**config.mk**
```make
export PLATFORM = sky130hd
export DESIGN_NAME = data_bus_controller
export DESIGN_NICKNAME = d
export VERILOG_FILES = /design/src/rtl/data_bus_controller_pkg.sv /design/src/rtl/data_bus_controller_rr_arbiter3.sv /design/src/rtl/data_bus_controller.sv
export SDC_FILE = /design/constraint.sdc
export NUM_CORES = 1
export LEC_CHECK = 0
export CORE_MARGIN = 5
export CORE_UTILIZATION = 25
export CTS_CLUSTER_DIAMETER = 30
export DETAILED_ROUTE_END_ITERATION = 8
export GPL_ROUTABILITY_DRIVEN = 0
export SLEW_MARGIN = 30
export SYNTH_ARGS = -nofsm -noshare
export SYNTH_HDL_FRONTEND = slang
export SYNTH_SLANG_ARGS = --single-unit
```
**constraint.sdc**
```tcl
create_clock -name clk -period 5.75 [get_ports clk]
set_input_delay 0.575 -clock clk [delete_from_list [all_inputs] [get_ports clk]]
set_output_delay 0.575 -clock clk [all_outputs]
set_load 0.005 [all_outputs]
```
**src/rtl/data_bus_controller_pkg.sv**
```systemverilog
// Shared definitions for the data bus controller: bus width, unit indices
// and the unit-select type used by the arbiter and the data router.
package data_bus_controller_pkg;

  localparam int DATA_W    = 32;
  localparam int NUM_UNITS = 3;

  typedef logic [1:0] unit_sel_t;

  localparam unit_sel_t UNIT_FFT = 2'd0;
  localparam unit_sel_t UNIT_FIR = 2'd1;
  localparam unit_sel_t UNIT_IIR = 2'd2;

  // Round-robin successor: FFT -> FIR -> IIR -> FFT.
  function automatic unit_sel_t next_unit(input unit_sel_t u);
    return (u == UNIT_IIR) ? UNIT_FFT : unit_sel_t'(u + 2'd1);
  endfunction

endpackage

```
**src/rtl/data_bus_controller_rr_arbiter3.sv**
```systemverilog
// Three-requester round-robin arbiter. The search starts at the pointer;
// the pointer moves past the winner only when the caller commits the grant.
module rr_arbiter3
  import data_bus_controller_pkg::*;
(
  input  logic       clk,
  input  logic       rst_n,
  input  logic [2:0] req,
  input  logic       update,
  output logic [2:0] grant,
  output unit_sel_t  grant_idx,
  output logic       grant_valid
);

  unit_sel_t ptr;
  unit_sel_t cand;

  // Pick the first requester at or after the pointer in circular order.
  always_comb begin
    // NOTE: every always_comb output gets a default first so no path can infer a latch.
    cand        = ptr;
    grant_idx   = ptr;
    grant_valid = 1'b0;
    // Scan farthest-first so the nearest requester overwrites and wins.
    for (int k = NUM_UNITS - 1; k >= 0; k--) begin
      cand = unit_sel_t'((int'(ptr) + k) % NUM_UNITS);
      if (req[cand]) begin
        grant_idx   = cand;
        grant_valid = 1'b1;
      end
    end
    grant = grant_valid ? (3'b001 << grant_idx) : 3'b000;
  end

  // Advance the pointer past a committed winner; hold it otherwise.
  always_ff @(posedge clk or negedge rst_n) begin
    if (!rst_n) begin
      ptr <= UNIT_FFT;
    end else if (update && grant_valid) begin
      // NOTE: sequential state uses non-blocking assignment so all flops update from pre-edge values.
      ptr <= next_unit(grant_idx);
    end
  end

endmodule

```
**src/rtl/data_bus_controller.sv**
```systemverilog
// Shared data bus router between the FFT, FIR and IIR units. One source is
// chosen round-robin each cycle and its word is broadcast to every other unit
// that wants data and has room. All outputs are registered.
module data_bus_controller
  import data_bus_controller_pkg::*;
(
  input  logic              clk,
  input  logic              rst_n,
  input  logic [DATA_W-1:0] fft_data_in,
  input  logic [DATA_W-1:0] fir_data_in,
  input  logic [DATA_W-1:0] iir_data_in,
  input  logic              fft_put_req,
  input  logic              fir_put_req,
  input  logic              iir_put_req,
  input  logic              fft_get_req,
  input  logic              fir_get_req,
  input  logic              iir_get_req,
  input  logic              fft_empty,
  input  logic              fir_empty,
  input  logic              iir_empty,
  input  logic              fft_full,
  input  logic              fir_full,
  input  logic              iir_full,
  output logic [DATA_W-1:0] data_bus,
  output logic [DATA_W-1:0] fft_data_out,
  output logic [DATA_W-1:0] fir_data_out,
  output logic [DATA_W-1:0] iir_data_out,
  output logic              fft_put_ack,
  output logic              fir_put_ack,
  output logic              iir_put_ack,
  output logic              fft_get_ack,
  output logic              fir_get_ack,
  output logic              iir_get_ack
);

  logic [2:0]              put_ok;
  logic [2:0]              get_ok;
  logic [2:0]              grant;
  logic [2:0]              dest;
  unit_sel_t               grant_idx;
  logic                    grant_valid;
  logic                    xfer;
  logic [DATA_W-1:0]       win_word;

  logic [DATA_W-1:0]       bus_q;
  logic [2:0][DATA_W-1:0]  dout_q;
  logic [2:0]              put_ack_q;
  logic [2:0]              get_ack_q;

  // A source needs something to send; a destination needs room.
  assign put_ok = {iir_put_req & ~iir_empty, fir_put_req & ~fir_empty, fft_put_req & ~fft_empty};
  assign get_ok = {iir_get_req & ~iir_full,  fir_get_req & ~fir_full,  fft_get_req & ~fft_full};

  rr_arbiter3 u_arb (
    .clk         (clk),
    .rst_n       (rst_n),
    .req         (put_ok),
    .update      (xfer),
    .grant       (grant),
    .grant_idx   (grant_idx),
    .grant_valid (grant_valid)
  );

  // A unit never receives its own word; without any receiver nothing moves.
  assign dest = get_ok & ~grant;
  assign xfer = grant_valid & (|dest);

  // Route the winning unit's word onto the bus.
  always_comb begin
    win_word = fft_data_in;
    case (grant_idx)
      UNIT_FIR: win_word = fir_data_in;
      UNIT_IIR: win_word = iir_data_in;
      default:  win_word = fft_data_in;
    endcase
  end

  // Register the transfer: acks pulse for one cycle, data holds between transfers.
  always_ff @(posedge clk or negedge rst_n) begin
    if (!rst_n) begin
      // NOTE: these are control-visible output registers, so every one is reset; a reset also drops any in-flight transfer.
      bus_q     <= '0;
      dout_q    <= '0;
      put_ack_q <= '0;
      get_ack_q <= '0;
    end else begin
      put_ack_q <= xfer ? grant : 3'b000;
      get_ack_q <= xfer ? dest  : 3'b000;
      if (xfer) begin
        bus_q <= win_word;
      end
      for (int i = 0; i < NUM_UNITS; i++) begin
        if (xfer && dest[i]) begin
          dout_q[i] <= win_word;
        end
      end
    end
  end

  assign data_bus     = bus_q;
  assign fft_data_out = dout_q[UNIT_FFT];
  assign fir_data_out = dout_q[UNIT_FIR];
  assign iir_data_out = dout_q[UNIT_IIR];
  assign fft_put_ack  = put_ack_q[UNIT_FFT];
  assign fir_put_ack  = put_ack_q[UNIT_FIR];
  assign iir_put_ack  = put_ack_q[UNIT_IIR];
  assign fft_get_ack  = get_ack_q[UNIT_FFT];
  assign fir_get_ack  = get_ack_q[UNIT_FIR];
  assign iir_get_ack  = get_ack_q[UNIT_IIR];

endmodule

```
# Word-level counts from Yosys, hierarchy flattened
# Index checks and enable logic that the tools add are counted.
dict set report word_totals {
  reg_bits 136
  input_bits 110
  elab_cells 56
  out_inout_bits 134
}
dict set report op_classes {
  n_reduce_logical 5
  shifts 1
  eq_ne 2
  mux 17
  n_addsub 3
  magnitude_cmp 3
  n_bitwise 15
  n_div 3
}
# operator n
set ops {}
lappend ops {{$mod A32 B3 Y32 const B} 2}
lappend ops {{$pmux W32 S2} 1}
lappend ops {{$mod A3 B3 Y32 const B} 1}
lappend ops {{$lt A2 B3 Y1 const B} 3}
lappend ops {{$mux W3} 3}
lappend ops {{$mux W2} 4}
lappend ops {{$and A1 B1 Y1} 7}
lappend ops {{$bmux W1 S2} 3}
lappend ops {{$mux W1} 6}
lappend ops {{$not A1 Y1} 6}
lappend ops {{$logic_and A1 B1 Y1} 4}
lappend ops {{$add A2 B1 Y3 const B} 1}
lappend ops {{$add A2 B2 Y3 const B} 1}
lappend ops {{$and A3 B3 Y3} 1}
lappend ops {{$not A3 Y3} 1}
lappend ops {{$reduce_or A3 Y1} 1}
lappend ops {{$shl A1 B2 Y3 const A} 1}
lappend ops {{$add A2 B1 Y2 const B} 1}
lappend ops {{$eq A2 B1 Y1 const B} 1}
lappend ops {{$eq A2 B2 Y1 const B} 1}

# Logic depth before layout (Yosys ltp)
# Gate-level depths: netlist of the first run.
dict set report logic_depth {
  depth_word 14
  mapped_depth 16
  depth_no_buf 12
}

# Hierarchy
# A second synthesis of the first run with hierarchy kept.
dict set report hier_totals {
  hier_cells 572
  hier_area_um2 5933.2
}
# module instances area_each_um2 cells_per_inst seq_area_each_um2
set by_module_without_submodules {}
lappend by_module_without_submodules {data_bus_controller 1 5547.8 522 3353.2}
lappend by_module_without_submodules {rr_arbiter3 1 385.4 50 50.0}

# Worst setup path after synthesis of the first run
# No wires, ideal clock.
dict set report synth_timing {
  path_kind {flip-flop to flip-flop}
  start {register u_arb.ptr[1]}
  end {register bus_q[10], in the netlist data_bus[10]}
  path_buffers 4
  period_less_slack_ns 3.322
  setup_ns 0.125
  setup_slack_ns 2.428
  required_time_ns 5.625
  arrival_time_ns 3.197
  stages_incl_launch_ff 17
  cell_sequence {dfrtp_1 inv_1 ha_1 clkbuf_1 nor3b_1 a21oi_1 o22a_1 o21a_1 o22a_1 ha_1 clkbuf_1 nor3b_1 nor2_1 a211o_1 buf_6 buf_6 mux2_4}
}
dict set report synth_between {
  elab_chain_len 13
  elab_cells_between_ends 26
  cone_classes {add/sub: 2; div: 3; eq/ne: 2; shift: 1; mux: 14; bitwise: 3; reduce/logical: 1}
}
# item line
set synth_lines {}
lappend synth_lines {{from (decl)} data_bus_controller_rr_arbiter3.sv:15} ;# unit_sel_t ptr;
lappend synth_lines {{from (signal assigned)} data_bus_controller_rr_arbiter3.sv:41} ;# ptr <= next_unit(grant_idx);
lappend synth_lines {{$add A2 B2 Y3} data_bus_controller_rr_arbiter3.sv:26} ;# cand = unit_sel_t'((int'(ptr) + k) % NUM_UNITS);
lappend synth_lines {{$mod A32 B3 Y32} data_bus_controller_rr_arbiter3.sv:26}
lappend synth_lines {{$bmux W1 S2} data_bus_controller_rr_arbiter3.sv:27} ;# if (req[cand]) begin
lappend synth_lines {{$mux W1 (implied by the code)} data_bus_controller_rr_arbiter3.sv:27}
lappend synth_lines {{$mux W2 (3 in a row)} data_bus_controller_rr_arbiter3.sv:27}
lappend synth_lines {{$shl A1 B2 Y3} data_bus_controller_rr_arbiter3.sv:32} ;# grant = grant_valid ? (3'b001 << grant_idx) : 3'b000;
lappend synth_lines {{$mux W3} data_bus_controller_rr_arbiter3.sv:32}
lappend synth_lines {{$not A3 Y3} data_bus_controller.sv:65} ;# assign dest = get_ok & ~grant;
lappend synth_lines {{$and A3 B3 Y3} data_bus_controller.sv:65}
lappend synth_lines {{$reduce_or A3 Y1} data_bus_controller.sv:66} ;# assign xfer = grant_valid & (|dest);
lappend synth_lines {{$and A1 B1 Y1} data_bus_controller.sv:66}
lappend synth_lines {{to (signal assigned)} data_bus_controller.sv:90} ;# bus_q <= win_word;
lappend synth_lines {{to (decl)} data_bus_controller.sv:45} ;# logic [DATA_W-1:0] bus_q;
# Parallel ways exist; a longest one is shown, timed or not. The select of a mux whose other input is x is not followed.
# A chain may end at the register's enable or synchronous reset.

# Worst setup path in the final report of the first run
dict set report layout_timing {
  start {register u_arb.ptr[1]}
  end {register dout_q (netlist bit fir_data_out[26])}
}
dict set report layout_between {
  elab_chain_len 14
  elab_cells_between_ends 27
  cone_classes {add/sub: 2; div: 3; eq/ne: 2; shift: 1; mux: 14; bitwise: 3; reduce/logical: 2}
}
# item line
set layout_lines {}
lappend layout_lines {{$add A2 B2 Y3} data_bus_controller_rr_arbiter3.sv:26}
lappend layout_lines {{$mod A32 B3 Y32} data_bus_controller_rr_arbiter3.sv:26}
lappend layout_lines {{$bmux W1 S2} data_bus_controller_rr_arbiter3.sv:27}
lappend layout_lines {{$mux W1 (implied by the code)} data_bus_controller_rr_arbiter3.sv:27}
lappend layout_lines {{$mux W2 (3 in a row)} data_bus_controller_rr_arbiter3.sv:27}
lappend layout_lines {{$shl A1 B2 Y3} data_bus_controller_rr_arbiter3.sv:32}
lappend layout_lines {{$mux W3} data_bus_controller_rr_arbiter3.sv:32}
lappend layout_lines {{$not A3 Y3} data_bus_controller.sv:65}
lappend layout_lines {{$and A3 B3 Y3} data_bus_controller.sv:65}
lappend layout_lines {{$reduce_or A3 Y1} data_bus_controller.sv:66}
lappend layout_lines {{$and A1 B1 Y1} data_bus_controller.sv:66}
lappend layout_lines {{$logic_and A1 B1 Y1} data_bus_controller.sv:93} ;# if (xfer && dest[i]) begin
lappend layout_lines {{to (signal, indexed assignment)} data_bus_controller.sv:94} ;# dout_q[i] <= win_word;
lappend layout_lines {{to (decl)} data_bus_controller.sv:46} ;# logic [2:0][DATA_W-1:0] dout_q;
# Parallel ways exist; a longest one is shown, timed or not. The select of a mux whose other input is x is not followed.

==> impl_metrics.json, run 1 <==
{
  "worst_slack_ns": 1.71,
  "clock-sinks": 136,
  "worst_ep_arrival_time_ns": 4.33,
  "rsz0062_at_grt": "false",
  "drtIter0Drc": 152,
  "ctsResizeCount": 0,
  "die_area_um2": 27900,
  "port_buffers": 243,
  "drc": 0,
  "grt_pass1_wl_um": 29800,
  "yosysSeqAreaShare_pct": 55.3,
  "syn-instance-count": 458,
  "synth_seq_cells": 136,
  "antenna_cells": 0,
  "cts.clk_slew.worst_paths_ns": 0.06,
  "rows": 57,
  "die_w_um": 167,
  "rr_worst_depth": 12,
  "dpl.cell_count": 1004,
  "fin_util_pct": 39.0,
  "htree_levels": 4,
  "p_leak_nw": 3.93,
  "grt_pass1_vias": 4886,
  "clock-skew-final_ns": 0.0113,
  "path_class": "reg2reg",
  "wl_um": 19300,
  "yosysWarningCount": 0,
  "antenna_found_initial": 0,
  "max_cap_viol_count": 0,
  "postCtsSetupRepairBufs": 0,
  "clockRootBuffer": "clkbuf_16",
  "hold_class": "in2async",
  "r2r-start": "u_arb.ptr[1]",
  "fin_crit_ns": 4.04,
  "drtPass1Iterations": 4,
  "endpoint_kind": "flop",
  "antenna_left": 0,
  "start_kind": "flop",
  "design.core.area_um2": 24300,
  "n_fill_cell": 2364,
  "vias": 4622,
  "tightest_slew_ns": 0.855,
  "start_util_pct": 25.3,
  "power_density_nw_per_um2": 698,
  "setup_viol": 0,
  "syn-num-nets": 575,
  "multi_input_area_um2": 2570,
  "fin_setup_tns_ns": 0,
  "avgViaCountPerCell": 4.46,
  "cts_tree": "yes",
  "synth.avg_cell_area_um2": 13.4,
  "fmax_mhz": 248,
  "dpl_worst_slack_ns": 1.48,
  "drive_above_1_share_pct": 22.5,
  "grt_start_max_net_pins": 83,
  "cts-hold-fix-buffers": 0,
  "instances_no_fill": 1036,
  "nets": 816,
  "crit_start": "u_arb.ptr[1]",
  "ff_latch_area_um2": 3400,
  "fin_crit_sh_pct": 70.2,
  "die_h_um": 167,
  "final-max-slew-violation-count": 0,
  "grt_overflow_total": 0,
  "status": "finished, final reports clean",
  "grt_usage_pct": 13.7,
  "clock_latency_ns": 0.41,
  "worst_slew_margin_rel_pct": 43.0,
  "drt-wirelength-per-cell_um": 18.6,
  "ioPinCount": 244,
  "required_ns": 6.04,
  "ir_worst_vdd_v": 0.000324,
  "place.detailed.hpwl_um": 13800,
  "syn-cell-area_um2": 6160,
  "area_growth_pct": 54.0,
  "hold_violations": 0,
  "yosysUniqueCellTypes": 40,
  "path_max_fanout": 20,
  "clockBufferDepth": 2,
  "numCtsBuffers": 17
}
==> worst paths after layout <==
kind | to | slack, ns
max | fir_data_out[26] | 1.71
min | get_ack_q[0] | 0.21
max reg2reg | fir_data_out[26] | 1.71
min reg2reg | fft_data_out[1] | 0.48
max in group asynchronous | data_bus[16] | 4.32
min in group clk | fft_data_out[1] | 0.48
==> cell type report <==
class	count	share of cell area [%]
Timing Repair Buffer	253	26.5
Tap cell	324	4.27
Clock buffer	19	4.56
Inverter	5	0.198
Clock inverter	13	1.54
Multi-Input combinational cell	286	27.1
Sequential cell	136	35.9
==> Yosys cell counts <==
cell / count / area share, %
o21ai_0: 1 / 0.081
buf_2: 3 / 0.24
mux2_2: 79 / 14
o32ai_1: 1 / 0.14
o2111ai_2: 1 / 0.24
a211o_1: 1 / 0.14
nor3b_4: 2 / 0.61
a22oi_1: 32 / 3.9
maj3_1: 1 / 0.16
buf_1: 2 / 0.12
and2b_1: 1 / 0.12
nand2_1: 4 / 0.24
and4_1: 1 / 0.14
o21a_4: 1 / 0.24
mux2_1: 23 / 4.2
dfrtp_1: 136 / 55
a21oi_2: 1 / 0.14
nor2_1: 44 / 2.7
buf_4: 7 / 0.85
mux2i_1: 1 / 0.16
a211oi_1: 1 / 0.12
and3_1: 1 / 0.10
a311oi_1: 1 / 0.14
nand4b_1: 1 / 0.14
o21a_1: 3 / 0.37
buf_6: 4 / 0.73
and2b_2: 1 / 0.14
mux2_4: 28 / 6.8
a21oi_1: 36 / 2.9
o22ai_1: 1 / 0.10
nand2b_1: 3 / 0.30
inv_1: 5 / 0.30
nor3_1: 1 / 0.081
o32a_1: 1 / 0.16
ha_1: 7 / 1.4
clkbuf_1: 15 / 0.91
o22a_1: 2 / 0.28
nor3_4: 1 / 0.26
nor3b_1: 3 / 0.37
o21ai_2: 1 / 0.14
==> power breakdown <==
group	switching, mW	total, mW	internal, mW
sequential	0.261	1.72	1.45
combinational	1.88	3.82	1.94
clock	0.439	1.08	0.644
==> worst max-delay path: stages, from the launching register on <==
cell     delay (ns)
dfrtp_1        0.46
inv_1          0.07
ha_1           0.35
nor3b_1        0.34
a21oi_1        0.08
o22a_1         0.22
o21a_1         0.12
o22a_1         0.22
ha_2           0.20
nor3b_1        0.25
nor3b_4        0.77
buf_4          0.45
mux2_2         0.38
==> stage by stage <==
stage	power, mW	cell area (µm²)	hold WS (ns)
floorplan	3.79	6160	0.279
global placement	5.60	8900	0.468
detailed placement	5.64	8900	0.478
CTS	6.76	9480	0.238
global route	7.14	9480	0.270
finish	6.62	9480	0.205
==> layout by cell type, fill, tap and decap left out, types with 2 or more instances in the layout <==
cell | synthesis | routed
clkdlybuf4s50_1 | 0 | 242
dfrtp_1 | 136 | 136
mux2_2 | 79 | 79
nor2_1 | 44 | 44
a21oi_1 | 36 | 36
a22oi_1 | 32 | 32
mux2_4 | 28 | 28
mux2_1 | 23 | 23
clkbuf_16 | 0 | 17
buf_4 | 7 | 10
inv_1 | 5 | 5
nand2_1 | 4 | 4
ha_1 | 7 | 4
clkinv_4 | 0 | 4
nand2b_1 | 3 | 3
nor3b_1 | 3 | 3
o21a_1 | 3 | 3
ha_2 | 0 | 3
inv_6 | 0 | 3
o22a_1 | 2 | 2
nor3b_4 | 2 | 2
bufinv_16 | 0 | 2
clkinvlp_4 | 0 | 2
clkbuf_1 | 15 | 2
clkinv_2 | 0 | 2
==> sequential cells by signal, summed over array words and instances, names as in the netlist <==
name          count
get_ack_q         3
put_ack_q         3
u_arb.ptr         2
fir_data_out     32
fft_data_out     32
data_bus         32
iir_data_out     32
==> cell families after synthesis <==
group / synth area share [%]
flops: 55.3
mux: 25.6
compound gates: 9.14
simple gates: 5.20
buf+inv: 3.17
fa+ha+maj: 1.58
==> routing by layer <==
metal  up-vias  wire (µm)  GRT usage, %
met5         -          0             0
met4         0        258          3.49
met3        15       1580          5.19
met2       163       9370          22.8
met1      2302       8090          16.8
li1       2142          -             -
Power figures use the tool's default switching activity.
==> run 2: changes to the inputs <==
clock period = 3.9 ns   (was 5.75 ns; I/O delays follow)
==> run 2 against run 1 <==
Compared with the run above: power grew 52%; first-iteration DRC count decreased by 23%; sequential power grew 46%; setup slack worse by 1.4 ns; hold slack better by 0.27 ns; fmax up 14%; critical path type unchanged.
==> impl_metrics.json, run 2 (synthesized netlist as in run 1, its figures left out) <==
{
  "design.core.area_um2": 24300,
  "grt_usage_pct": 13.4,
  "worst_ep_arrival_time_ns": 3.84,
  "required_ns": 4.19,
  "p_leak_nw": 4.00,
  "antenna_cells": 0,
  "final-max-slew-violation-count": 0,
  "cts_tree": "yes",
  "clockBufferDepth": 2,
  "numCtsBuffers": 17,
  "port_buffers": 243,
  "grt_start_max_net_pins": 74,
  "start_util_pct": 25.3,
  "ioPinCount": 244,
  "fin_setup_tns_ns": 0,
  "p_comb_share_pct": 57.5,
  "antenna_left": 0,
  "drt-wirelength-per-cell_um": 18.0,
  "grt_overflow_total": 0,
  "fin_crit_sh_pct": 91.0,
  "cts.clk_slew.worst_paths_ns": 0.06,
  "power_density_nw_per_um2": 1040,
  "htree_levels": 4,
  "hold_class": "reg2reg",
  "rsz0062_at_grt": "false",
  "die_h_um": 167,
  "die_w_um": 167,
  "drtIter0Drc": 117,
  "area_growth_pct": 56.5,
  "setup_viol": 0,
  "final_common_cell": "clkdlybuf4s50_1",
  "clock-sinks": 136,
  "start_kind": "flop",
  "clock-skew-final_ns": 0.00830,
  "p_int_mw": 6.26,
  "drc": 0,
  "n_fill_cell": 2317,
  "rows": 57,
  "avgViaCountPerCell": 4.40,
  "fmax_mhz": 282,
  "finalInstanceArea_um2": 9640,
  "crit_path_top_delay_cell": "dfrtp_1",
  "seq_power_share_pct": 25.0,
  "clock_latency_ns": 0.42,
  "grt_pass1_wl_um": 29300,
  "power_frac_clock_pct": 17.5,
  "path_class": "reg2reg",
  "max_cap_viol_count": 0,
  "ir_worst_vdd_v": 0.000389,
  "vias": 4571,
  "tightest_slew_ns": 0.633,
  "drtPass1Iterations": 4,
  "place.detailed.hpwl_um": 13600,
  "nets": 820,
  "clockRootBuffer": "clkbuf_16",
  "endpoint_kind": "flop",
  "final_cell_mix": "242 x clkdlybuf4s50_1, 136 x dfrtp_1, 79 x mux2_2, 44 x nor2_1, 36 x a21oi_1",
  "cp_cell_sequence": "inv_1 > ha_1 > nor3b_1 > a21oi_1 > o22a_1 > o21a_1 > o22a_1 > ha_2 > nor3b_1 > nor2_1 > a211o_2 > buf_4 > mux2_1",
  "drive_above_1_share_pct": 23.2,
  "fin_total_pwr_mw": 10.1,
  "cpPeakStageDelay_ns": 0.45,
  "wl_um": 18800,
  "grt_pass1_vias": 4892,
  "fin_crit_ns": 3.55,
  "die_area_um2": 27900,
  "hold_violations": 0,
  "status": "finished, final reports clean",
  "antenna_found_initial": 0,
  "power.switching_mw": 3.81,
  "switching_share_pct": 37.8,
  "path_max_fanout": 22,
  "postCtsSetupRepairBufs": 0,
  "worst_slew_margin_rel_pct": 57.8,
  "placed_cell_area_um2": 8980
}
==> run 2: power groups by stage <==
stage               Sequential (mW)  Combinational [mW]  Clock (mW)
global route                   2.62                6.34        1.87
global placement               2.52                5.83           0
floorplan                      2.55                3.03           0
detailed placement             2.53                5.89           0
finish                         2.51                5.79        1.76
CTS                            2.53                5.90        1.82
==> run 2: critical path, delay by kind of cell (launching register included) <==
family	cells	cell delay, ns
AOI/OAI and AO/OA	5	0.99
and+or+nand+nor	3	0.72
DFF	1	0.45
muxes	1	0.35
adders and majority gates	2	0.57
buffers and inverters	2	0.33
==> run 2: per-layer routing <==
metal	GRT usage, %	part of all wire, %	up-vias
met3	5.21	8.0	19
li1	-	-	2139
met5	0	0	-
met4	3.31	1.0	0
met1	16.8	43	2238
met2	21.9	48	175
==> run 2: what timing repair did <==
item,4_1_cts,5_1_grt
resized for setup,0,1
hold buffers,1,0
setup endpoints to repair,0,2
endpoints found under the hold margin,54,0
==> run 2: layout make-up <==
cell class / count / area [µm²] / area share (%)
Clock buffer: 19 / 453 / 4.70
Sequential cell: 136 / 3400 / 35.3
Multi-Input combinational cell: 286 / 2580 / 26.7
Timing Repair Buffer: 257 / 2590 / 26.9
Tap cell: 324 / 405 / 4.21
Inverter: 5 / 18.8 / 0.195
Clock inverter: 13 / 193 / 2.00
==> run 2: through the flow <==
stage | instances | setup slack (ns) | hold slack [ns] | utilization (%)
2_1_floorplan | 458 | 0.578 | 0.0944 | -
3_3_place_gp | 1007 | 0.345 | 0.426 | 36.9
3_5_place_dp | 1007 | 0.263 | 0.422 | 36.9
4_1_cts | 1040 | 0.255 | 0.487 | 39.6
5_1_grt | 1040 | 0.157 | 0.508 | 39.6
6_report | 1040 | 0.349 | 0.479 | 39.6
==> run 2: final timing paths <==
| check | from | to | slack [ns] | depth (start not counted) |
|---|---|---|---|---|
| worst min-delay path | fft_data_out[27] | fft_data_out[27] | 0.48 | 1 |
| worst max register to register | u_arb.ptr[1] | data_bus[0] | 0.35 | 13 |
| worst min register to register | fft_data_out[27] | fft_data_out[27] | 0.48 | 1 |
| max in group asynchronous | rst_n | fft_data_out[31] | 2.57 | 3 |
| worst max-delay path | u_arb.ptr[1] | data_bus[0] | 0.35 | 13 |
| min in group asynchronous | rst_n | put_ack_q[0] | 0.52 | 2 |
